### config.mk
export PLATFORM = sky130hd
export DESIGN_NAME = lsu_mem_port
export DESIGN_NICKNAME = d
export VERILOG_FILES = /design/src/rtl/lsu_mem_port.sv
export SDC_FILE = /design/constraint.sdc
export NUM_CORES = 1
export LEC_CHECK = 0
export BUFFER_PORTS_ARGS = -buffer_cell sky130_fd_sc_hd__buf_4
export CORE_ASPECT_RATIO = 0.7
export CORE_UTILIZATION = 45
export DETAILED_ROUTE_END_ITERATION = 7
export PLACE_DENSITY_LB_ADDON = 0.05
export SLEW_MARGIN = 20
export SYNTH_ARGS = -nofsm -noshare
export SYNTH_HDL_FRONTEND = slang
export SYNTH_SLANG_ARGS = --single-unit
export TNS_END_PERCENT = 5
### constraint.sdc
create_clock -name clk -period 1.9 [get_ports clk]
set_input_delay 0.285 -clock clk [delete_from_list [all_inputs] [get_ports clk]]
set_output_delay 0.285 -clock clk [all_outputs]
set_load 0.05 [all_outputs]
### src/rtl/lsu_mem_port.sv
// lsu_mem_port: load/store unit front end for the data-memory port.
//
// Captures one load or store from the execute stage and stalls the core while it
// runs a valid/ready request and a response handshake with data memory. Loads come
// back aligned and sign/zero-extended on load_data. Stores go out lane-replicated
// with byte strobes. Misaligned accesses, illegal funct3 values and accesses that
// exceed TIMEOUT cycles in REQ+WAIT complete with a fault and never reach, or are
// withdrawn from, memory.
//
// Ports
//   clk, rst_n            clock, asynchronous active-low reset
//   load, store           instruction class (both high is treated as a load)
//   funct3                access size/sign: 000 B, 001 H, 010 W, 100 BU, 101 HU
//   addr, store_data      effective byte address, rs2 value
//   load_data             formatted load result, held until the next load or fault
//   done, fault           one-cycle completion pulse; fault is qualified by done
//   stall                 hold PC/pipeline while the access is in flight
//   mem_req_*             request channel (valid/ready, we, word addr, wdata, wstrb)
//   mem_rsp_valid/rdata   response channel; rsp_valid also acknowledges writes
module lsu_mem_port #(
  parameter int unsigned TIMEOUT = 255,  // 0 disables the timeout
  parameter int unsigned CNT_W   = 8     // TIMEOUT must be < 2**CNT_W
) (
  input  logic        clk,
  input  logic        rst_n,
  input  logic        load,
  input  logic        store,
  input  logic [2:0]  funct3,
  input  logic [31:0] addr,
  input  logic [31:0] store_data,
  output logic [31:0] load_data,
  output logic        done,
  output logic        stall,
  output logic        fault,
  output logic        mem_req_valid,
  input  logic        mem_req_ready,
  output logic        mem_we,
  output logic [31:0] mem_addr,
  output logic [31:0] mem_wdata,
  output logic [3:0]  mem_wstrb,
  input  logic        mem_rsp_valid,
  input  logic [31:0] mem_rdata
);

  typedef enum logic [1:0] {StIdle, StReq, StWait, StDone} state_e;

  state_e           state_q;
  logic [CNT_W-1:0] cnt_q;
  logic [1:0]       off_q;
  logic [2:0]       funct3_q;
  logic [31:0]      load_data_q;
  logic             done_q;
  logic             fault_q;
  logic             req_valid_q;
  logic             we_q;
  logic [31:0]      addr_q;
  logic [31:0]      wdata_q;
  logic [3:0]       wstrb_q;

  logic        is_store;
  logic        acc_fault;
  logic        timeout_hit;
  logic [31:0] wdata_fmt;
  logic [3:0]  wstrb_fmt;
  logic [7:0]  rbyte;
  logic [15:0] rhalf;
  logic [31:0] rdata_fmt;

  // load wins when both load and store are asserted
  assign is_store = store & ~load;

  assign timeout_hit = (TIMEOUT != 0) && (cnt_q == CNT_W'(TIMEOUT));

  // Access legality, decided from the live inputs while in IDLE.
  always_comb begin
    acc_fault = 1'b0;
    case (funct3)
      3'b000:  acc_fault = 1'b0;
      3'b001:  acc_fault = addr[0];
      3'b010:  acc_fault = |addr[1:0];
      3'b100:  acc_fault = is_store;
      3'b101:  acc_fault = is_store | addr[0];
      default: acc_fault = 1'b1;
    endcase
  end

  // Store lane replication and byte enables.
  always_comb begin
    wdata_fmt = store_data;
    wstrb_fmt = 4'b1111;
    case (funct3[1:0])
      2'b00: begin
        wdata_fmt = {4{store_data[7:0]}};
        wstrb_fmt = 4'b0001 << addr[1:0];
      end
      2'b01: begin
        wdata_fmt = {2{store_data[15:0]}};
        wstrb_fmt = addr[1] ? 4'b1100 : 4'b0011;
      end
      default: ;
    endcase
  end

  // Load alignment and extension, using the captured offset and funct3.
  always_comb begin
    rbyte = mem_rdata[{off_q, 3'b000} +: 8];
    rhalf = off_q[1] ? mem_rdata[31:16] : mem_rdata[15:0];
    case (funct3_q)
      3'b000:  rdata_fmt = {{24{rbyte[7]}}, rbyte};
      3'b100:  rdata_fmt = {24'h000000, rbyte};
      3'b001:  rdata_fmt = {{16{rhalf[15]}}, rhalf};
      3'b101:  rdata_fmt = {16'h0000, rhalf};
      default: rdata_fmt = mem_rdata;
    endcase
  end

  always_ff @(posedge clk or negedge rst_n) begin
    if (!rst_n) begin
      state_q     <= StIdle;
      cnt_q       <= '0;
      off_q       <= '0;
      funct3_q    <= '0;
      load_data_q <= '0;
      done_q      <= 1'b0;
      fault_q     <= 1'b0;
      req_valid_q <= 1'b0;
      we_q        <= 1'b0;
      addr_q      <= '0;
      wdata_q     <= '0;
      wstrb_q     <= '0;
    end else begin
      // done/fault are single-cycle pulses that coincide with StDone
      done_q  <= 1'b0;
      fault_q <= 1'b0;
      case (state_q)
        StIdle: begin
          if (load || store) begin
            off_q    <= addr[1:0];
            funct3_q <= funct3;
            we_q     <= is_store;
            addr_q   <= {addr[31:2], 2'b00};
            wdata_q  <= wdata_fmt;
            wstrb_q  <= is_store ? wstrb_fmt : 4'b0000;
            if (acc_fault) begin
              state_q     <= StDone;
              done_q      <= 1'b1;
              fault_q     <= 1'b1;
              load_data_q <= '0;
            end else begin
              state_q     <= StReq;
              req_valid_q <= 1'b1;
              cnt_q       <= '0;
            end
          end
        end
        StReq: begin
          cnt_q <= cnt_q + 1'b1;
          // timeout takes priority over a same-cycle accept
          if (timeout_hit) begin
            state_q     <= StDone;
            done_q      <= 1'b1;
            fault_q     <= 1'b1;
            load_data_q <= '0;
            req_valid_q <= 1'b0;
          end else if (mem_req_ready) begin
            state_q     <= StWait;
            req_valid_q <= 1'b0;
          end
        end
        StWait: begin
          cnt_q <= cnt_q + 1'b1;
          if (timeout_hit) begin
            state_q     <= StDone;
            done_q      <= 1'b1;
            fault_q     <= 1'b1;
            load_data_q <= '0;
          end else if (mem_rsp_valid) begin
            state_q <= StDone;
            done_q  <= 1'b1;
            if (!we_q) begin
              load_data_q <= rdata_fmt;
            end
          end
        end
        StDone: begin
          // never start a new access here; the core advances this cycle
          state_q <= StIdle;
        end
        default: begin
          state_q <= StIdle;
        end
      endcase
    end
  end

  always_comb begin
    case (state_q)
      StIdle:  stall = load | store;
      StDone:  stall = 1'b0;
      default: stall = 1'b1;
    endcase
  end

  assign load_data     = load_data_q;
  assign done          = done_q;
  assign fault         = fault_q;
  assign mem_req_valid = req_valid_q;
  assign mem_we        = we_q;
  assign mem_addr      = addr_q;
  assign mem_wdata     = wdata_q;
  assign mem_wstrb     = wstrb_q;

endmodule

==> qor.txt <==
status = complete, but fails checks
violated checks = setup timing
CP arrival = 2220 ps
Pwr per Cell Area = 2135 nW/um2
share of cells above drive strength 1 = 37.75%
CP Buf/Inv Count = 3
Worst Hold Class = in -> reg
Tmin final = 1911 ps
vias in the first global route = 5217
most common cell in the netlist = nand2_1
Final Hold Vio Count = 0
Pre-Repair DR Iteration Count = 5
Cell Area, Synth = 5618 um2
Worst Tran Pin Value = 592.2 ps
Main synth FF type = dfrtp_1
CTS Sinks = 117
Distinct cells, synth = 47
IO buf count = 207
via density per instance = 5.318
initial antenna violation count = 0
via count of the routed design = 5414
hold endpoint = mem_addr[30]
CTS clk-pin slew, worst paths = 60 ps
Total Routing Usage GR = 27.25%
Rel. slew slack = 60.02%
number of synthesized flops with an enable pin = 0
worst vdd ir = 1254 uV
CTS H-tree depth = 4
Post-DP Area = 7620 um2
Die W = 135.5 um
final instance area = 8421 um2
most used routing layer in global routing = met2
#FFs+latches synth = 117
worst r2r path cells = 8
post-synthesis cell count = 611
sequential fraction of the synthesis area = 52.12%
Placed Cells = 982
Mean Syn Cell Area = 9.195 um2
Max Cap Viol = 0
most used cell, CP = buf_4
wire length per cell = 16.84 um
Async SR Flop Fraction = 100.0%
I/O Pins = 210
critical-path maximum fanout = 5
M2 GR Usage = 40.77%
clk root buf = clkbuf_16
gr ovfl total = 0
r2r startpoint = state_q[1]
Iteration-0 DRC Markers = 315
Final Util = 70.57%
Max Freq = 523.3 MHz
worst path cell trace = buf_4, ha_1, inv_2, buf_4, o22ai_1, o21ai_0, nor2b_2, mux2_2
Pins Over Slew Limit = 0
critical path data required time = 2200 ps
Post-route DRC = 0
synth warn = 0
Antenna Nets Post-Route = 0
Final period util = 100.6%
post-synth top area share = 52.12%
NumNets Final = 959
met1 usage = 37.30%
CTS max path bufs = 2
Num CTS Buffers = 17
Synth top cells by count = 184 x nand2_1, 117 x dfrtp_1, 51 x o21ai_0
Levels on crit path = 8
skew final = 8.005 ps
Routed Wire Length = 17140 um
Layout area overhead = 49.89%
Crit. End Element = flip-flop
number of fillers in the final layout = 901
Row Count = 33
ANT cells = 0
hold depth = 3
setup slack, reg-to-reg = -10 ps
hold path startpoint = addr[30]
Die Y = 95.48 um
RR Endpoint = state_q[1]
setup slack after layout = -10.92 ps
met3 Use GR = 9.357%
unrepaired setup endpoints after global routing = yes
CP max stage cell = dfrtp_1
largest net degree at the start of global routing = 102
CP Class = reg -> reg
CTS tree = yes
clk_lat worst skew = 420 ps
die area = 12940 um2
Top Family by Delay on Critical Path = flip-flops
top cells by area, synth = dfrtp_1 52%, nand2_1 12%, mux2i_1 4.8%
placer congestion estimate = 0.9395
core area = 11930 um2
crit path launch type = flip-flop
DP Wirelength = 12250 um
leading area contributor after synthesis = dfrtp_1
fin cells = 1018
first-pass GRT wire length = 26680 um
slowest stage delay, CP = 400 ps
Initial Util = 47.08%
Leak = 4.250 nW
final setup violation count = 1
[stage by stage]
step / power (mW) / TNS [ps] / setup WS (ps) / hold slack, ps
2_1_floorplan: 10.79 / -145.0 / -92.07 / -10.59
6_report: 17.97 / -10.92 / -10.92 / 50.69
3_5_place_dp: 14.14 / -600.6 / -73.20 / 217.7
5_1_grt: 18.95 / -882.9 / -56.34 / 43.10
4_1_cts: 17.65 / 0 / 0.2869 / 41.01
3_3_place_gp: 13.91 / -292.2 / -50.29 / 214.9
[layout by cell type, fill, tap and decap left out, types with 5 or more instances in the layout]
cell and n:
nor2_1 26, o22a_1 7, clkinv_4 5, o22ai_1 9, inv_1 8, o31ai_2 5
o31ai_1 14, nand2b_1 11, dfrtp_1 116, a32o_1 7, buf_4 243, mux2_2 9
nand2_1 183, clkbuf_16 17, a2bb2oi_1 6, o21ai_0 49, a21oi_1 28, mux2i_1 26
a22o_1 8
[how the worst max path moves through the flow]
| stage | startpoint | to | slack (ps) |
|---|---|---|---|
| after global placement | funct3[0] | load_data[22] | -50 |
| after global routing | state_q[1] | load_data[30] | -60 |
| after CTS | off_q[1] | load_data[14] | 0.3 |
| after detailed placement | funct3[0] | load_data[22] | -70 |
| final | state_q[1] | state_q[1] | -10 |
| after floorplan | state_q[0] | cnt_q[7] | -90 |
[layout make-up]
| cell class | instances | area, um2 | area share (%) |
|---|---|---|---|
| Clock buffer | 18 | 439.2 | 5.215 |
| Inverter | 11 | 41.29 | 0.4903 |
| Multi-Input combinational cell | 449 | 2675 | 31.77 |
| Timing Repair Buffer | 252 | 1963 | 23.31 |
| Tap cell | 157 | 196.4 | 2.333 |
| Clock inverter | 14 | 176.4 | 2.095 |
| Sequential cell | 117 | 2929 | 34.78 |
[timing repair]
action / CTS / global route
buffers inserted: 1 / 2
pin swaps: 1 / 13
endpoints found under the setup margin: 29 / 34
endpoints found under the hold margin: 21 / 0
gates resized for setup: 12 / 25
hold buffers: 1 / 0
[metal layers]
layer	routed length, um	part of all wire [%]
met1	7655	45
met2	7689	45
met3	1577	9.2
met4	220	1.3
met5	0	0
[state kept, by name, summed over array words and instances, names as in the netlist]
signal         cells
off_q              2
cnt_q              8
mem_addr          30
mem_wdata         32
mem_wstrb          4
load_data         32
done               1
funct3_q           3
state_q            2
mem_req_valid      1
mem_we             1
fault              1
[report_power, final]
group	switching, mW	total, mW	internal, mW	leakage [nW]
clock network	1.22	3.33	2.11	0.297
logic	6.88	10.3	3.41	2.46
registers	0.747	4.35	3.60	1.49
[kinds of logic (layout without fill, tap and decap cells)]
kind of cell    after synthesis  after routing  synth area share [%]
compound gates              153            153                 17.66
simple gates                249            249                 18.40
other cells                   1              2               0.06675
flops                       117            117                 52.12
buf+inv                      46            295                 3.341
fa+ha+maj                     6              6                 1.336
mux                          36             36                 6.615
xor+xnor                      3              3                0.4678
[worst min-delay path, stage by stage]
cell,delay [ps]
buf_4,70
nand2_1,40
nand2_1,40
(Power assumes the default switching activity.)
